===== src/rtl/graph_id_feeder_if.sv =====
// Source and graph handshake bundle for the ID feeder.
// The slave side belongs to the feeder, and the master side belongs to whatever drives it.
interface graph_id_feeder_if #(
  parameter int ID_WIDTH = 11
);
  logic [ID_WIDTH-1:0] src_id;
  logic                src_vld;
  logic                src_rdy;
  logic [ID_WIDTH-1:0] ID_in;
  logic                data_rdy;
  logic                data_vld;

  modport slave (
    input  src_id, src_vld, data_vld,
    output src_rdy, ID_in, data_rdy
  );

  modport master (
    output src_id, src_vld, data_vld,
    input  src_rdy, ID_in, data_rdy
  );
endinterface


===== src/rtl/graph_id_feeder.sv =====
// Ingress feeder for the contact-graph builder: filters raw agent IDs, buffers them,
// and issues them one at a time, paced by the graph's data_vld or by a timeout.
module graph_id_feeder #(
  parameter int POPSIZE    = 100,
  parameter int ID_WIDTH   = 11,
  parameter int FIFO_DEPTH = 8,
  parameter int TIMEOUT    = 16,
  parameter int CNT_WIDTH  = 8,
  parameter int DEDUP      = 1
) (
  input  logic                 clk,
  input  logic                 rst,
  graph_id_feeder_if.slave     bus,
  output logic [CNT_WIDTH-1:0] drop_cnt,
  output logic [CNT_WIDTH-1:0] timeout_cnt,
  output logic                 busy
);
  localparam int PTR_W  = $clog2(FIFO_DEPTH);
  localparam int CNT_W  = PTR_W + 1;
  localparam int WAIT_W = $clog2(TIMEOUT + 1);

  typedef enum logic [1:0] {IDLE, ISSUE, WAIT} state_t;

  state_t               state_q;
  logic [ID_WIDTH-1:0]  id_in_q;
  logic                 data_rdy_q;
  logic [WAIT_W-1:0]    wait_q;
  logic [CNT_WIDTH-1:0] timeout_cnt_q;

  logic [ID_WIDTH-1:0]  mem_q [FIFO_DEPTH];
  logic [ID_WIDTH-1:0]  mem_d [FIFO_DEPTH];
  logic [PTR_W-1:0]     wr_ptr_q, wr_ptr_d;
  logic [PTR_W-1:0]     rd_ptr_q, rd_ptr_d;
  logic [CNT_W-1:0]     count_q, count_d;
  logic [ID_WIDTH-1:0]  last_id_q, last_id_d;
  logic [CNT_WIDTH-1:0] drop_cnt_q, drop_cnt_d;

  logic src_rdy, xfer, in_range, dup, push, drop, pop;

  // src_rdy depends only on occupancy, so a full FIFO refuses input even on a pop cycle
  assign src_rdy  = (count_q < CNT_W'(FIFO_DEPTH));
  assign xfer     = bus.src_vld && src_rdy;
  assign in_range = (bus.src_id != '0) && (bus.src_id <= ID_WIDTH'(POPSIZE));
  assign dup      = (DEDUP != 0) && (bus.src_id == last_id_q);
  assign push     = xfer && in_range && !dup;
  assign drop     = xfer && !push;
  assign pop      = (state_q == ISSUE);

  always_comb begin
    mem_d      = mem_q;
    wr_ptr_d   = wr_ptr_q;
    rd_ptr_d   = rd_ptr_q;
    count_d    = count_q;
    last_id_d  = last_id_q;
    drop_cnt_d = drop_cnt_q;
    if (push) begin
      mem_d[wr_ptr_q] = bus.src_id;
      wr_ptr_d        = wr_ptr_q + PTR_W'(1);
      last_id_d       = bus.src_id;
    end
    if (pop) rd_ptr_d = rd_ptr_q + PTR_W'(1);
    unique case ({push, pop})
      2'b10:   count_d = count_q + CNT_W'(1);
      2'b01:   count_d = count_q - CNT_W'(1);
      default: count_d = count_q;
    endcase
    if (drop && (drop_cnt_q != '1)) drop_cnt_d = drop_cnt_q + CNT_WIDTH'(1);
  end

  always_ff @(posedge clk) begin
    if (!rst) begin
      wr_ptr_q   <= '0;
      rd_ptr_q   <= '0;
      count_q    <= '0;
      last_id_q  <= '0;
      drop_cnt_q <= '0;
    end else begin
      wr_ptr_q   <= wr_ptr_d;
      rd_ptr_q   <= rd_ptr_d;
      count_q    <= count_d;
      last_id_q  <= last_id_d;
      drop_cnt_q <= drop_cnt_d;
    end
  end

  // Storage is payload only; occupancy is tracked by the pointers and count
  always_ff @(posedge clk) begin
    mem_q <= mem_d;
  end

  // The head is latched on entry to ISSUE and popped on leaving it, so the two always refer to the same entry
  always_ff @(posedge clk) begin
    if (!rst) begin
      state_q       <= IDLE;
      id_in_q       <= '0;
      data_rdy_q    <= 1'b0;
      wait_q        <= '0;
      timeout_cnt_q <= '0;
    end else begin
      unique case (state_q)
        IDLE: begin
          if (count_q != '0) begin
            state_q    <= ISSUE;
            data_rdy_q <= 1'b1;
            id_in_q    <= mem_q[rd_ptr_q];
          end
        end
        ISSUE: begin
          data_rdy_q <= 1'b0;
          wait_q     <= '0;
          state_q    <= WAIT;
        end
        WAIT: begin
          if (bus.data_vld) begin
            state_q <= IDLE;
          end else if (wait_q == WAIT_W'(TIMEOUT - 1)) begin
            state_q <= IDLE;
            if (timeout_cnt_q != '1) timeout_cnt_q <= timeout_cnt_q + CNT_WIDTH'(1);
          end else begin
            wait_q <= wait_q + WAIT_W'(1);
          end
        end
        default: begin
          state_q    <= IDLE;
          data_rdy_q <= 1'b0;
        end
      endcase
    end
  end

  assign bus.src_rdy  = src_rdy;
  assign bus.ID_in    = id_in_q;
  assign bus.data_rdy = data_rdy_q;
  assign drop_cnt     = drop_cnt_q;
  assign timeout_cnt  = timeout_cnt_q;
  assign busy         = (count_q != '0) || (state_q != IDLE);
endmodule

===== src/flat_wrapper.sv =====
// flat-port wrapper written by rule: the top's interface ports become plain ports
module graph_id_feeder_flat 
#(
  parameter int POPSIZE    = 100,
  parameter int ID_WIDTH   = 11,
  parameter int FIFO_DEPTH = 8,
  parameter int TIMEOUT    = 16,
  parameter int CNT_WIDTH  = 8,
  parameter int DEDUP      = 1
)
  (clk, rst, drop_cnt, timeout_cnt, busy, bus_src_id, bus_src_vld, bus_data_vld, bus_src_rdy, bus_ID_in, bus_data_rdy);
  graph_id_feeder_if #(.ID_WIDTH(ID_WIDTH)) bus_i ();
  input  logic clk;
  input  logic rst;
  output logic [CNT_WIDTH-1:0] drop_cnt;
  output logic [CNT_WIDTH-1:0] timeout_cnt;
  output logic busy;
  input wire logic [$bits(bus_i.src_id)-1:0] bus_src_id;
  input wire logic [$bits(bus_i.src_vld)-1:0] bus_src_vld;
  input wire logic [$bits(bus_i.data_vld)-1:0] bus_data_vld;
  output wire logic [$bits(bus_i.src_rdy)-1:0] bus_src_rdy;
  output wire logic [$bits(bus_i.ID_in)-1:0] bus_ID_in;
  output wire logic [$bits(bus_i.data_rdy)-1:0] bus_data_rdy;
  assign bus_i.src_id = bus_src_id;
  assign bus_i.src_vld = bus_src_vld;
  assign bus_i.data_vld = bus_data_vld;
  assign bus_src_rdy = bus_i.src_rdy;
  assign bus_ID_in = bus_i.ID_in;
  assign bus_data_rdy = bus_i.data_rdy;
  graph_id_feeder #(.POPSIZE(POPSIZE), .ID_WIDTH(ID_WIDTH), .FIFO_DEPTH(FIFO_DEPTH), .TIMEOUT(TIMEOUT), .CNT_WIDTH(CNT_WIDTH), .DEDUP(DEDUP)) u_core (.clk(clk), .rst(rst), .bus(bus_i), .drop_cnt(drop_cnt), .timeout_cnt(timeout_cnt), .busy(busy));
endmodule

===== config.mk =====
export PLATFORM = sky130hd
export DESIGN_NAME = graph_id_feeder_flat
export DESIGN_NICKNAME = d
export VERILOG_FILES = /design/src/rtl/graph_id_feeder_if.sv /design/src/rtl/graph_id_feeder.sv /design/src/flat_wrapper.sv
export SDC_FILE = /design/constraint.sdc
export NUM_CORES = 1
export LEC_CHECK = 0
export ABC_AREA = 1
export BUFFER_PORTS_ARGS = -buffer_cell sky130_fd_sc_hd__clkbuf_2
export CAP_MARGIN = 20
export CORE_MARGIN = 2
export CORE_UTILIZATION = 45
export CTS_CLUSTER_DIAMETER = 200
export CTS_CLUSTER_SIZE = 16
export DETAILED_ROUTE_END_ITERATION = 7
export SYNTH_ARGS = -nofsm -noshare
export SYNTH_HDL_FRONTEND = slang
export SYNTH_SLANG_ARGS = --single-unit

===== constraint.sdc =====
create_clock -name clk -period 2.4 [get_ports clk]
set_input_delay 0.48 -clock clk [delete_from_list [all_inputs] [get_ports clk]]
set_output_delay 0.48 -clock clk [all_outputs]
set_load 0.005 [all_outputs]

### Yosys cells after proc, flatten, opt, wreduce, memory -nomap -nowiden

Cells that the tools add are included.

| word-level totals | value |
|---|---|
| output and inout port bits | 30 |
| input port bits | 15 |
| flip-flop bits (word level) | 144 |

| cells by class | value |
|---|---|
| add/sub/neg operators | 7 |
| mux-type cells | 16 |
| equal/unequal tests | 12 |
| $lt $le $gt $ge | 5 |
| reductions and logical operators | 21 |
| bitwise gates (word level) | 4 |

Operators by type and width:

| kind | number |
|---|---|
| $bwmux 88 | 1 |
| $bmux 11 s3 | 1 |
| $demux 11 s3 | 1 |
| $mux 11 | 3 |
| $add 8x1->8 const B | 2 |
| $ne 8x8->1 const B | 2 |
| $eq 11x11->1 | 1 |
| $le 11x7->1 const B | 1 |
| $reduce_bool 11->1 | 1 |
| $mux 5 | 2 |
| $pmux 5 s2 | 1 |
| $ge 4x4->1 const B | 2 |
| $not 3->4 | 2 |
| $pmux 4 s2 | 1 |
| $logic_and 1x1->1 | 7 |
| $add 3x1->3 const B | 2 |
| $mux 2 | 3 |
| $pmux 2 s3 | 1 |
| $reduce_and 2->1 | 3 |
| $reduce_bool 2->1 | 3 |
| $add 5x1->5 const B | 1 |
| $eq 5x4->1 const B | 1 |
| $add 4x1->4 const B | 1 |
| $eq 2x1->1 const B | 2 |
| other kinds (16) | 20 |

### Logic depth before layout (Yosys ltp)

Gate-level depths: netlist of run 1.

| depth | value |
|---|---|
| depth in word-level cells | 7 |
| depth in mapped cells | 17 |
| gate-level depth less buffers | 16 |

### Worst setup path after synthesis of run 1

No wires, ideal clock.

| timing path | value |
|---|---|
| path kind | input-to-reg |
| start point | input port bus_src_id[9] |
| end point | register u_core.mem_q[11] in the netlist's numbering, enable pin |
| setup slack | -0.033 ns |
| path buffers | 0 |
| arrival time | 2.040 ns |
| required time | 2.007 ns |
| setup time | 0.393 ns |
| cell stages on the path | 8 |
| path through | nor2_1 -> nand3_1 -> nor2_1 -> nand2_1 -> nor2_4 -> nand2_4 -> or2_4 -> nor3_1 |

| between the ends | value |
|---|---|
| longest elaborated chain between the ends | 4 |
| elaborated cells on any way between the ends | 7 |
| those cells by class | 1 x order compare; 1 x eq/ne; 5 x reduce/logical |

Ends and longest elaborated chain:

| element | RTL line | RTL |
|---|---|---|
| start, declared | flat_wrapper.sv:18 | `input wire logic [$bits(bus_i.src_id)-1:0] bus_src_id;` |
| $le 11x7->1 / $reduce_bool 11->1 (equally long branches) | graph_id_feeder.sv:43 | `assign in_range = (bus.src_id != '0) && (bus.src_id <= ID_WIDTH'(POPSIZE));` |
| $logic_and 1x1->1 | graph_id_feeder.sv:43 |  |
| $logic_and 1x1->1 | graph_id_feeder.sv:45 | `assign push = xfer && in_range && !dup;` |
| $logic_and 1x1->1 * | graph_id_feeder.sv:45 |  |
| end signal, assigned | graph_id_feeder.sv:88 | `mem_q <= mem_d;` |
| end, declared | graph_id_feeder.sv:30 | `logic [ID_WIDTH-1:0] mem_q [FIFO_DEPTH];` |

Mark *: on every way between the ends. The rest lies on a longest branch, timed or not.
A chain may end at the register's enable or synchronous reset.

### Worst setup path after layout of run 1

| timing path | value |
|---|---|
| start point | register u_core.count_q[3] |
| end point | register u_core.count_q[3] |

| between the ends | value |
|---|---|
| longest elaborated chain between the ends | 6 |
| elaborated cells on any way between the ends | 10 |
| those cells by class | 2 x add/sub; 1 x order compare; 2 x eq/ne; 1 x mux; 4 x reduce/logical |

Ends and longest elaborated chain:

| element | RTL line | RTL |
|---|---|---|
| start, declared | graph_id_feeder.sv:34 | `logic [CNT_W-1:0] count_q, count_d;` |
| start signal, assigned | graph_id_feeder.sv:80 | `count_q <= count_d;` |
| $lt 4x4->1 | graph_id_feeder.sv:41 | `assign src_rdy = (count_q < CNT_W'(FIFO_DEPTH));` |
| $logic_and 1x1->1 | graph_id_feeder.sv:42 | `assign xfer = bus.src_vld && src_rdy;` |
| $logic_and 1x1->1 (2 in a row) | graph_id_feeder.sv:45 |  |
| $eq 2x1->1 / $eq 2x2->1 (equally long branches) | graph_id_feeder.sv:62 | `unique case ({push, pop})` |
| $pmux 4 s2 / $reduce_bool 2->1 (equally long branches) | -- |  |

Several ways; a longest one is shown, not always the timed one.

==> results of run 1 <==
==> sequential cells by signal (all words and copies together) (netlist names) <==
signal and flops:
u_core.bus.data_rdy 1, u_core.bus.ID_in 11, u_core.rd_ptr_q 3, u_core.wait_q 5, u_core.drop_cnt 8, u_core.last_id_q 11, u_core.state_q 2, u_core.mem_q 88
u_core.timeout_cnt 8, u_core.wr_ptr_q 3, u_core.count_q 4
==> stage by stage <==
step	cells	setup WS, ns	util, %	power [mW]	hold WS, ns
6_report	856	0.262	54.6	6.92	0.431
4_1_cts	856	0.126	54.5	6.96	0.416
2_1_floorplan	598	-0.0330	-	3.77	0.429
3_5_place_dp	824	-0.144	49.9	4.30	0.454
3_3_place_gp	824	-0.0127	49.9	4.26	0.447
5_1_grt	856	0.0429	54.6	7.25	0.434
==> cell type report <==
| class | count | area (um2) | area share [%] |
|---|---|---|---|
| Clock buffer | 23 | 509 | 7.07 |
| Clock inverter | 9 | 103 | 1.42 |
| Inverter | 53 | 199 | 2.76 |
| Multi-Input combinational cell | 377 | 1970 | 27.3 |
| Sequential cell | 144 | 3760 | 52.2 |
| Tap cell | 176 | 220 | 3.06 |
| Timing Repair Buffer | 74 | 445 | 6.18 |
==> cell families (layout without fill, tap and decap cells) <==
logic type      count (synthesis)  in the layout  synth area share [%]
flops                         144            144                  62.4
xor+xnor                       10             10                  1.45
fa+ha+maj                      10             10                  2.20
simple gates                  223            223                  16.1
compound gates                134            134                  12.6
buf+inv                        77            159                  5.23
==> cell usage in the layout (no fill, tap or decap), types with 2 or more instances in the layout <==
master,instances
buf_4,30
clkinvlp_4,3
ha_1,8
o21ai_0,61
xor2_1,7
bufinv_16,2
clkbuf_16,18
nor3_1,14
nand3_2,2
xnor2_1,3
inv_2,5
clkbuf_2,44
a21oi_1,41
nor2_2,2
dfxtp_1,56
inv_1,46
o211ai_1,3
clkbuf_8,4
clkinv_2,4
nor2_1,81
nand3_1,18
nand2_1,87
o21ai_1,3
clkinv_1,2
o221ai_1,19
edfxtp_1,88
o22ai_1,4
nand4_1,12
==> per-layer routing <==
layer	up-vias	part of all wire (%)	GRT usage (%)	wire, um
li1	2227	-	-	-
met5	-	0	0	0
met1	2125	44	25.8	6000
met4	0	2.4	9.04	327
met2	116	49	31.6	6590
met3	23	4.6	4.85	624
==> worst max path at each step <==
stage	from	endpoint	slack, ns	cells after the start
2_1_floorplan	bus_src_id[9]	u_core.mem_q[11]	-0.03	8
3_3_place_gp	bus_src_id[8]	u_core.count_q[3]	-0.01	15
3_5_place_dp	bus_src_id[8]	u_core.count_q[3]	-0.14	15
4_1_cts	u_core.count_q[3]	u_core.count_q[3]	0.13	14
5_1_grt	u_core.count_q[3]	u_core.count_q[3]	0.04	15
6_report	u_core.count_q[3]	u_core.count_q[3]	0.26	15
==> worst reg2reg max path, delay by kind of cell (launching register included) <==
family / cells / cell delay [ns]
flops: 1 / 0.32
fa+ha+maj: 2 / 0.56
simple gates: 10 / 0.86
buf+inv: 1 / 0.09
compound gates: 2 / 0.19
==> power breakdown <==
group          switching [mW]  leakage (nW)  internal [mW]
clock network           0.967         0.296           1.69
logic                   0.913          1.17          0.492
registers              0.0895          1.25           2.76
total                    1.97          2.71           4.95
==> results_dict.tcl, run 1 <==
set metrics [dict create \
    clock_latency_ns 0.42 \
    cts.htree.levels 4 \
    post-route-min-period_ns 2.14 \
    synthFlopType "edfxtp_1" \
    die-area_um2 14300 \
    cp.arrival_ns 2.45 \
    synth_fp_nets 623 \
    fin_tns_setup_ns 0 \
    synth.top_cells.by_count "88 x edfxtp_1, 87 x nand2_1, 81 x nor2_1" \
    cts.path.max_buffers 2 \
    fillers 1182 \
    grt_pass1_wl_mm 21.7 \
    cts.sinks 144 \
    area_delta_synth_final_pct 19.5 \
    cap_violations 0 \
    hp-start "bus_src_id[8]" \
    synth.cell_area_um2 6030 \
    placed_area_um2 6580 \
    cts_resized 0 \
    whs_path_depth 1 \
    crit_family "simple AND/OR/NAND/NOR gates" \
    crit_required_ns 2.71 \
    antenna_found_initial 0 \
    ant_nets 0 \
    path_buf_inv 1 \
    reg2reg_slack_ns 0.26 \
    grt_pass1_vias 4216 \
    die_x_um 120 \
    cp_cell_sequence "inv_2 > nand2_1 > nor2_1 > nand2_1 > nor2_4 > nand2_4 > ha_1 > ha_4 > nand2_1 > nor2_1 > nor2_1 > nand2_1 > nand3_1 > o21ai_1 > a21oi_1" \
    hold_violations 0 \
    fin_nets 692 \
    slew_headroom_pct 49.6 \
    initial_core_util_pct 45.7 \
    outcome "finished clean" \
    min_path_type "in -> reg" \
    startpoint_type "register" \
    routed_wl_mm 13.5 \
    synth.avg_cell_area_um2 10.1 \
    finalSetupViolations 0 \
    synth_cell_types 36 \
    dp_hpwl_mm 8.74 \
    ys_seq_elements 144 \
    cts_root_buf "clkbuf_16" \
    cts_hold_buffers 0 \
    critPathKind "reg -> reg" \
    worst_pin_slew_ns 0.756 \
    power.density_nw_per_um2 960 \
    synth_edf_count 88 \
    worstReg2RegStart "u_core.count_q[3]" \
    io_pins 45 \
    final_area_um2 7210 \
    synth_warnings 0 \
    grt_max_degree 47 \
    synth_cells 598 \
    wl_per_cell_um 15.8 \
    synthArstFlopShare_pct 0 \
    rsz0062_at_grt "false" \
    postCtsSetupBuffers 0 \
    static-leakage-power_nw 2.71 \
    ir_drop_mv 0.494 \
    clk_pin_slew_ns 0.06 \
    via_per_inst 5.25 \
    tritoncts "yes" \
    drive_gt1_share_pct 17.8 \
    hold_end "u_core.mem_q[74]" \
    crit_slowest_cell "dfxtp_1" \
    fmax_ghz 0.468 \
    seq_area_frac_synth_pct 62.4 \
    n_antenna_cell 0 \
    fin_skew_ns 0.00836 \
    cp_max_fo 4 \
    critical_path.most_common_cell "nand2_1" \
    gr-total-overflow 0 \
    dr_total_vias 4491 \
    core_um2 13200 \
    dr.pass1.iters 4 \
    synth_area_leaders "edfxtp_1 44%, dfxtp_1 19%, nand2_1 5.4%" \
    synth_top_area_cell "edfxtp_1" \
    numCtsBuffers 17 \
    yosysTopAreaCellShare_pct 43.8 \
    post-route-period-util_pct 89.1 \
    yosysMostFrequentCell "edfxtp_1" \
    drt_iter0_drc 352 \
    die_h_um 120 \
    rows 42 \
    final_max_slew_viol_count 0 \
    ff2ff_path_depth 15 \
    critical-path-max-stage-delay_ns 0.32 \
    place.gp.congestion 0.816 \
    drc 0 \
    endpoint_kind "register" \
    reg2reg_to "u_core.count_q[3]" \
    track_usage_pct 19.9 \
    io_buffers 44 \
]
Power figures use the tool's default switching activity.
==> run 2, diff against run 1 <==
--- a/config.mk
+++ b/config.mk
@@ -5,7 +5,7 @@
 export SDC_FILE = /design/constraint.sdc
 export NUM_CORES = 1
 export LEC_CHECK = 0
-export ABC_AREA = 1
+export ABC_AREA = 0
 export BUFFER_PORTS_ARGS = -buffer_cell sky130_fd_sc_hd__clkbuf_2
 export CAP_MARGIN = 20
 export CORE_MARGIN = 2
==> results_dict.tcl, run 2 <==
set metrics [dict create \
    ant_nets 0 \
    clk_pin_slew_ns 0.05 \
    initial_core_util_pct 46.3 \
    synth_cell_types 40 \
    core_um2 12700 \
    postCtsSetupBuffers 0 \
    cts_root_buf "clkbuf_16" \
    seq_area_frac_synth_pct 64.1 \
    dr.pass1.iters 4 \
    hold_violations 0 \
    drc 0 \
    crit_required_ns 2.74 \
    cts.htree.levels 4 \
    n_antenna_cell 0 \
    finalSetupViolations 1 \
    numCtsBuffers 17 \
    holdWs_ns 0.383 \
    slew_headroom_pct 42.6 \
    drive_gt1_share_pct 29.4 \
    synth_fp_nets 445 \
    grt_max_degree 43 \
    synthFlopType "edfxtp_1" \
    p_int_mw 4.27 \
    critical-path-max-stage-delay_ns 0.54 \
    cp.arrival_ns 2.80 \
    synth_warnings 0 \
    die_h_um 118 \
    largest_register_ff_count 88 \
    ff2ff_path_depth 12 \
    io_buffers 44 \
    p_sw_mw 1.09 \
    final_max_slew_viol_count 0 \
    drt_iter0_drc 268 \
    yosysTopAreaCellShare_pct 45.0 \
    synth_edf_count 88 \
    ys_seq_elements 144 \
    post-route-period-util_pct 103 \
    area_delta_synth_final_pct 23.4 \
    die-area_um2 14000 \
    final_common_cell "edfxtp_1" \
    power.density_nw_per_um2 740 \
    swShare_pct 20.4 \
    cts_hold_buffers 0 \
    synth.top_cells.by_count "88 x edfxtp_1, 56 x dfxtp_1, 47 x nor2_1" \
    clock_latency_ns 0.41 \
    fmax_ghz 0.405 \
    fin_nets 526 \
    startpoint_type "input port" \
    tritoncts "yes" \
    rows 41 \
    multi_input_area_um2 2110 \
    p_comb_share_pct 5.0 \
    routed_wl_mm 11.5 \
    die_x_um 118 \
    wl_per_cell_um 16.8 \
    dp_hpwl_mm 7.31 \
    yosysMostFrequentCell "edfxtp_1" \
    critical_path.most_common_cell "ha_4" \
    track_usage_pct 17.8 \
    synth_top_area_cell "edfxtp_1" \
    worst_pin_slew_ns 0.860 \
    crit_slowest_cell "or4_4" \
    seqPwrFrac_pct 49.9 \
    min_path_type "in -> reg" \
    ir_drop_mv 0.337 \
    static-leakage-power_nw 2.57 \
    io_pins 45 \
    cts.sinks 144 \
    gr-total-overflow 0 \
    cp_max_fo 3 \
    synth.cell_area_um2 5870 \
    grt_pass1_wl_mm 18.9 \
    fin_ws_ns -0.0666 \
    outcome "finished, violations left" \
    violations "setup timing" \
    grt_pass1_vias 3613 \
    seq_area_um2 3760 \
    critPathKind "in -> reg" \
    synthArstFlopShare_pct 0 \
    fillers 1040 \
    post-route-min-period_ns 2.47 \
    synth_area_leaders "edfxtp_1 45%, dfxtp_1 19%, mux4_2 8.4%" \
    cts.path.max_buffers 2 \
    endpoint_kind "register" \
    clockPowerShare_pct 45.1 \
    synth_cells 420 \
    utilization_pct 57.2 \
    via_per_inst 5.14 \
    fin_skew_ns 0.00745 \
    most-common-layout-cells "88 x edfxtp_1, 56 x dfxtp_1, 46 x nor2_1" \
    synth.avg_cell_area_um2 14.0 \
    cap_violations 0 \
    regMostFlops "u_core.mem_q" \
    whs_path_depth 3 \
    cp_cell_sequence "buf_6 > or4_4 > a2111oi_4 > and2_4 > inv_4 > ha_4 > ha_4 > a21o_1 > a21oi_2 > xnor2_1 > or3_1 > a21oi_1" \
    place.gp.congestion 0.803 \
    dr_total_vias 3525 \
    antenna_found_initial 0 \
    rsz0062_at_grt "true" \
]
## run 2: cell count changes after synthesis, moves of 8 or more
| cell | previous run | this run |
|---|---|---|
| a211oi_1 | 1 | 11 |
| a21oi_1 | 41 | 14 |
| and3_1 | 0 | 9 |
| inv_1 | 46 | 8 |
| mux2i_1 | 0 | 23 |
| mux4_2 | 0 | 22 |
| nand2_1 | 87 | 33 |
| nand2b_1 | 0 | 8 |
| nand3_1 | 18 | 7 |
| nor2_1 | 81 | 47 |
| o21ai_0 | 63 | 2 |
| o221ai_1 | 19 | 0 |
| xor2_1 | 7 | 22 |
## run 2: stage by stage
stage / power [mW] / std cells / setup TNS [ns] / setup WS [ns] / cell area (um2)
2_1_floorplan: 2.86 / 420 / -24.43 / -0.619 / 5970
3_3_place_gp: 2.98 / 654 / -14.71 / -0.456 / 6670
3_5_place_dp: 2.99 / 654 / -16.93 / -0.505 / 6670
4_1_cts: 5.41 / 686 / -0.0951 / -0.0709 / 7210
5_1_grt: 5.56 / 686 / -0.256 / -0.171 / 7240
6_report: 5.36 / 686 / -0.0666 / -0.0666 / 7240
## run 2: cell type report
type	instances	area share (%)
repair buffers	78	7.89
multi-input cells	250	29.1
well taps	172	2.97
clock inverters	7	0.829
inverters	10	0.553
flip-flops and latches	144	52.0
clock buffers	25	6.70
## run 2: routing by layer
metal | global-route usage (%) | wire [um] | share of wire, %
met1 | 22.9 | 5280 | 46
met2 | 28.9 | 5600 | 49
met3 | 4.30 | 474 | 4.1
met4 | 7.45 | 184 | 1.6
met5 | 0 | 0 | 0
## run 2: repair_timing
action / CTS / global route
setup endpoints to repair: 2 / 3
cloned: 0 / 0
gates resized for setup: 0 / 10
endpoints found under the hold margin: 0 / 0
pin swaps: 0 / 2
## run 2: power by group through the flow
stage	sequential [mW]	clock (mW)	combinational (mW)
floorplan	2.72	0	0.140
global route	2.67	2.59	0.300
detailed placement	2.72	0	0.268
finish	2.67	2.42	0.269
CTS	2.67	2.47	0.269
global placement	2.72	0	0.262
## run 2: cell families (layout without fill, tap and decap cells)
family / count (synthesis) / count (layout) / share of synthesized area, %
buffers and inverters: 26 / 120 / 2.00
DFF: 144 / 144 / 64.1
muxes: 45 / 45 / 12.4
adders and majority gates: 10 / 10 / 2.26
and+or+nand+nor: 136 / 136 / 11.6
xor gates and xnor gates: 26 / 26 / 3.88
AOI/OAI and AO/OA: 33 / 33 / 3.82
## run 2: path summary, 6_finish.rpt
check,from,slack (ns),endpoint
max,bus_src_id[10],-0.07,u_core.count_q[3]
min,bus_src_id[2],0.38,u_core.last_id_q[2]
max reg2reg,u_core.count_q[3],0.03,u_core.count_q[3]
min reg2reg,u_core.last_id_q[2],0.47,u_core.last_id_q[2]
## run 2: worst max-delay path, delay by kind of cell
family	cells	cell delay, ns
AO/OA/AOI/OAI	4	0.64
adder cells (fa/ha/maj)	2	0.40
buffers and inverters	2	0.13
XOR/XNOR	1	0.09
AND/OR/NAND/NOR	3	1.06
